File: src/rtl/even_parity_serial_tx_if.sv
// Parallel-word handshake and serial line bundle for the even-parity transmitter.
// The master side offers words; the slave side is the transmitter itself.
interface even_parity_serial_tx_if #(
    parameter int DATA_W = 4
) ();
    logic [DATA_W-1:0] in;
    logic              valid;
    logic              ready;
    logic              tx;
    logic              p;
    logic              busy;

    modport master (
        output in,
        output valid,
        input  ready,
        input  tx,
        input  p,
        input  busy
    );

    modport slave (
        input  in,
        input  valid,
        output ready,
        output tx,
        output p,
        output busy
    );
endinterface

File: src/rtl/even_parity_serial_tx.sv
// Serial frame transmitter: start(0), DATA_W data bits LSB first, even parity, stop(1),
// each bit held BIT_CYCLES clocks. Words are taken over a valid/ready handshake.
module even_parity_serial_tx #(
    parameter int DATA_W     = 4,
    parameter int BIT_CYCLES = 4
) (
    input  logic                     clk,
    input  logic                     rst,
    even_parity_serial_tx_if.slave   bus
);
    localparam int CW = (BIT_CYCLES > 1) ? $clog2(BIT_CYCLES) : 1;
    localparam int BW = (DATA_W > 1) ? $clog2(DATA_W) : 1;

    typedef enum logic [2:0] {
        IDLE,
        START,
        DATA,
        PARITY,
        STOP
    } state_t;

    state_t            state_reg, state_next;
    logic [CW-1:0]     cyc_reg, cyc_next;
    logic [BW-1:0]     bit_reg, bit_next;
    logic [DATA_W-1:0] shift_reg, shift_next;
    logic              p_reg, p_next;
    logic              tx_reg, tx_next;
    logic              cyc_last;
    logic              bit_last;
    logic              accept;

    assign cyc_last = (cyc_reg == CW'(BIT_CYCLES - 1));
    assign bit_last = (bit_reg == BW'(DATA_W - 1));
    // ready is held low during reset so a word offered in the reset cycle is never taken
    assign bus.ready = (state_reg == IDLE) && !rst;
    assign accept    = bus.valid && bus.ready;
    assign bus.tx    = tx_reg;
    assign bus.p     = p_reg;
    assign bus.busy  = (state_reg != IDLE);

    always_ff @(posedge clk) begin
        if (rst) begin
            state_reg <= IDLE;
            cyc_reg   <= '0;
            bit_reg   <= '0;
            shift_reg <= '0;
            p_reg     <= 1'b0;
            tx_reg    <= 1'b1;
        end else begin
            state_reg <= state_next;
            cyc_reg   <= cyc_next;
            bit_reg   <= bit_next;
            shift_reg <= shift_next;
            p_reg     <= p_next;
            tx_reg    <= tx_next;
        end
    end

    always_comb begin
        state_next = state_reg;
        cyc_next   = cyc_reg;
        bit_next   = bit_reg;
        shift_next = shift_reg;
        p_next     = p_reg;
        tx_next    = 1'b1;

        case (state_reg)
            IDLE: begin
                if (accept) begin
                    state_next = START;
                    shift_next = bus.in;
                    p_next     = ^bus.in;
                    cyc_next   = '0;
                    bit_next   = '0;
                end
            end
            START: begin
                if (cyc_last) begin
                    cyc_next   = '0;
                    state_next = DATA;
                end else begin
                    cyc_next = cyc_reg + 1'b1;
                end
            end
            DATA: begin
                if (cyc_last) begin
                    cyc_next   = '0;
                    shift_next = shift_reg >> 1;
                    if (bit_last) begin
                        bit_next   = '0;
                        state_next = PARITY;
                    end else begin
                        bit_next = bit_reg + 1'b1;
                    end
                end else begin
                    cyc_next = cyc_reg + 1'b1;
                end
            end
            PARITY: begin
                if (cyc_last) begin
                    cyc_next   = '0;
                    state_next = STOP;
                end else begin
                    cyc_next = cyc_reg + 1'b1;
                end
            end
            STOP: begin
                if (cyc_last) begin
                    cyc_next   = '0;
                    state_next = IDLE;
                end else begin
                    cyc_next = cyc_reg + 1'b1;
                end
            end
            default: begin
                state_next = IDLE;
            end
        endcase

        // tx is registered, so it is derived from where the machine is heading
        case (state_next)
            START:   tx_next = 1'b0;
            DATA:    tx_next = shift_next[0];
            PARITY:  tx_next = p_next;
            default: tx_next = 1'b1;
        endcase
    end
endmodule

File: src/flat_wrapper.sv
// flat-port wrapper written by rule: the top's interface ports become plain ports
module even_parity_serial_tx_flat 
#(
    parameter int DATA_W     = 4,
    parameter int BIT_CYCLES = 4
)
  (clk, rst, bus_in, bus_valid, bus_ready, bus_tx, bus_p, bus_busy);
  even_parity_serial_tx_if #(.DATA_W(DATA_W)) bus_i ();
  input  logic clk;
  input  logic rst;
  input wire logic [$bits(bus_i.in)-1:0] bus_in;
  input wire logic [$bits(bus_i.valid)-1:0] bus_valid;
  output wire logic [$bits(bus_i.ready)-1:0] bus_ready;
  output wire logic [$bits(bus_i.tx)-1:0] bus_tx;
  output wire logic [$bits(bus_i.p)-1:0] bus_p;
  output wire logic [$bits(bus_i.busy)-1:0] bus_busy;
  assign bus_i.in = bus_in;
  assign bus_i.valid = bus_valid;
  assign bus_ready = bus_i.ready;
  assign bus_tx = bus_i.tx;
  assign bus_p = bus_i.p;
  assign bus_busy = bus_i.busy;
  even_parity_serial_tx #(.DATA_W(DATA_W), .BIT_CYCLES(BIT_CYCLES)) u_core (.clk(clk), .rst(rst), .bus(bus_i));
endmodule
File: config.mk
export PLATFORM = sky130hd
export DESIGN_NAME = even_parity_serial_tx_flat
export DESIGN_NICKNAME = d
export VERILOG_FILES = /design/src/rtl/even_parity_serial_tx_if.sv /design/src/rtl/even_parity_serial_tx.sv /design/src/flat_wrapper.sv
export SDC_FILE = /design/constraint.sdc
export NUM_CORES = 1
export LEC_CHECK = 0
export ABC_AREA = 1
export CAP_MARGIN = 20
export CORE_MARGIN = 5
export CORE_UTILIZATION = 40
export CTS_CLUSTER_SIZE = 40
export DETAILED_ROUTE_END_ITERATION = 6
export PLACE_DENSITY = 0.61
export SLEW_MARGIN = 20
export SYNTH_ARGS = -nofsm -noshare
export SYNTH_HDL_FRONTEND = slang
export SYNTH_SLANG_ARGS = --single-unit
File: constraint.sdc
create_clock -name clk -period 3.84 [get_ports clk]
set_clock_uncertainty 0.15 [all_clocks]
set_input_delay 0.576 -clock clk [delete_from_list [all_inputs] [get_ports clk]]
set_output_delay 0.576 -clock clk [all_outputs]
set_load 0.01 [all_outputs]
==> impl_metrics.json <==
{
  "path_clk_slew_ps": 80,
  "clk_latency_ps": 270,
  "core_area_um2": 1940,
  "ff_latch_area_um2": 260,
  "dieArea_um2": 3000,
  "hold_buffers": 0,
  "path_buf_inv": 3,
  "n_antenna_cell": 0,
  "hold_path_class": "register to register",
  "cp.arrival_ps": 1790,
  "max_freq_ghz": 0.398,
  "vias": 765,
  "finalMaxSlewViolations": 0,
  "gp_congestion": 0.767,
  "rsz0062_at_grt": "false",
  "synth-xor-area-share_pct": 0,
  "vdd_drop_max_mv": 0.194,
  "post-route-period-util_pct": 65.4,
  "synth_nets": 132,
  "grt_usage_pct": 13.4,
  "io_buffers": 10,
  "synth_area_um2": 802,
  "p_leak_nw": 0.447,
  "dr.pass1.iters": 2,
  "yosys.area_share.adder_pct": 4.68,
  "largest_reg_flops": 4,
  "max_slew.worst_pin.slew_ps": 327,
  "setup_violations": 0,
  "fp-row-count": 16,
  "crit_path_start_kind": "input port",
  "yosysSeqAreaShare_pct": 32.4,
  "avgSynthCellArea_um2": 6.57,
  "finalHoldViolCount": 0,
  "drc": 0,
  "status": "finished, final reports clean",
  "die_x_um": 54.8,
  "critical_path_class": "input port to primary output",
  "via_per_inst": 4.69,
  "cp_cell_sequence": "clkdlybuf4s50_1 -> buf_4 -> nor2_1 -> clkdlybuf4s50_1",
  "synth-compound-area-share_pct": 10.3,
  "nFillCells": 215,
  "synth.mux.area_fraction_pct": 0,
  "crit_fanout": 10,
  "drv_cap": 0,
  "synth_top_family_by_area": "simple AND/OR/NAND/NOR gates",
  "ys_seq_elements": 13,
  "synthCells": 122,
  "clk_path_buf_depth": 2,
  "crit_path_frequent_cell": "clkdlybuf4s50_1",
  "endpoint_kind": "primary output",
  "cts-root-buf": "clkbuf_4",
  "tns_ps": 0,
  "cts_buffers": 3,
  "antenna_found_initial": 0,
  "cts_tree": "done",
  "synthSimpleGateAreaFrac_pct": 42.1,
  "crit_family": "buffers and inverters",
  "synthToLayoutAreaGrowth_pct": 19.5,
  "period_minus_slack_ps": 2510,
  "placed_cells": 159,
  "grt_max_degree": 11,
  "antenna_left": 0,
  "layout.cells.non_filler": 163,
  "dp_hpwl_mm": 1.29,
  "cts_setup_buffers": 0,
  "wirelength_mm": 1.60,
  "cp.required_ps": 3110,
  "drive_gt1_share_pct": 12.5,
  "start_util_pct": 41.3,
  "cp_slowest_cell": "clkdlybuf4s50_1",
  "wl_per_cell_um": 9.82,
  "fin_nets": 147,
  "htreeDepth": 1,
  "grt_pass1_vias": 741,
  "synthDistinctLibCells": 21,
  "gr-total-overflow": 0,
  "die_y_um": 54.8,
  "cp_slowest_stage_delay_ps": 540,
  "multi_input_area_um2": 458,
  "ctsResizeCount": 0,
  "io_pins": 11,
  "yosysWarnings": 0,
  "maxSlewHeadroom_pct": 78.2,
  "power_density_nw_per_um2": 310,
  "grt_pass1_wl_mm": 2.89,
  "drtIter0Drc": 7,
  "cts_sinks": 13
}
-- kinds of logic after synthesis --
family | count (synthesis)
buffers and inverters | 19
DFF | 13
and+or+nand+nor | 72
AOI/OAI and AO/OA | 15
adders and majority gates | 3
-- tightest hold or removal path, stage by stage (launching register included) --
cell and delay, ps:
dfxtp_1 320, nand2_1 60, a21oi_1 50
-- per-layer routing --
metal,up-vias,GRT usage [%],routed length (um)
met5,-,0,0
met4,0,6.64,18
met3,2,3.00,66
met2,10,23.0,752
met1,339,15.4,764
li1,414,-,-
-- cells in the final DEF, fill, tap and decap left out, drive strengths merged --
master / Yosys / layout
a21o: 1 / 1
a21oi: 6 / 6
buf: 1 / 1
clkbuf: 0 / 4
clkdlybuf4s50: 0 / 10
dfxtp: 13 / 13
ha: 3 / 3
inv: 18 / 18
nand2: 40 / 40
nand3: 7 / 7
nand4: 1 / 1
nor2: 20 / 20
nor3: 3 / 3
nor4: 1 / 1
o21ai: 8 / 8
-- worst paths after layout --
check	startpoint	endpoint	slack [ps]	cells after the start
hold reg to reg	u_core.shift_reg[3]$_SDFFE_PP0P_	u_core.shift_reg[3]$_SDFFE_PP0P_	330	2
setup / recovery	rst	bus_ready	1330	4
setup reg to reg	u_core.cyc_reg[0]$_SDFFE_PP0P_	u_core.bus.tx$_SDFF_PP1_	2300	8
hold / removal	u_core.shift_reg[3]$_SDFFE_PP0P_	u_core.shift_reg[3]$_SDFFE_PP0P_	330	2
-- metrics by stage --
stage | cell area (um^2) | total power [mW] | util, % | hold WS (ps) | setup WS (ps)
after floorplan | 802 | 0.196 | - | 288 | 2210
after global routing | 958 | 0.320 | 49.4 | 355 | 1290
after CTS | 958 | 0.302 | 49.4 | 335 | 1330
final | 958 | 0.297 | 49.4 | 327 | 1330
after global placement | 932 | 0.217 | 48.0 | 308 | 1320
after detailed placement | 932 | 0.219 | 48.0 | 320 | 1330
-- cell type report --
cell class              count  area share (%)
multi-input cells          90            47.8
flip-flops and latches     13            27.2
repair buffers             11            11.2
inverters                  18            7.57
well taps                  27            3.52
clock buffers               4            2.74
-- power breakdown --
part / internal (mW) / leakage, nW / switching (mW)
logic: 0.0295 / 0.326 / 0.0356
registers: 0.143 / 0.106 / 0.00627
clock network: 0.0401 / 0.0150 / 0.0421
total: 0.213 / 0.447 / 0.0840
-- synthesized netlist by cell type --
master,instances,area [um^2]
nand4_4,1,21.3
a21oi_1,5,25.0
buf_6,1,11.3
dfxtp_1,13,260
o21ai_0,7,35.0
nor2_4,2,22.5
nand2_4,2,22.5
nor2_2,1,6.26
nand3_1,7,35.0
a21o_2,1,8.76
o21ai_1,1,5.00
nor3_1,3,15.0
nor4_1,1,6.26
inv_2,2,7.51
nand2_1,37,139
a21oi_2,1,8.76
nor2_1,17,63.8
inv_1,14,52.6
ha_1,3,37.5
inv_4,2,12.5
nand2_2,1,6.26
(Power assumes the default switching activity.)
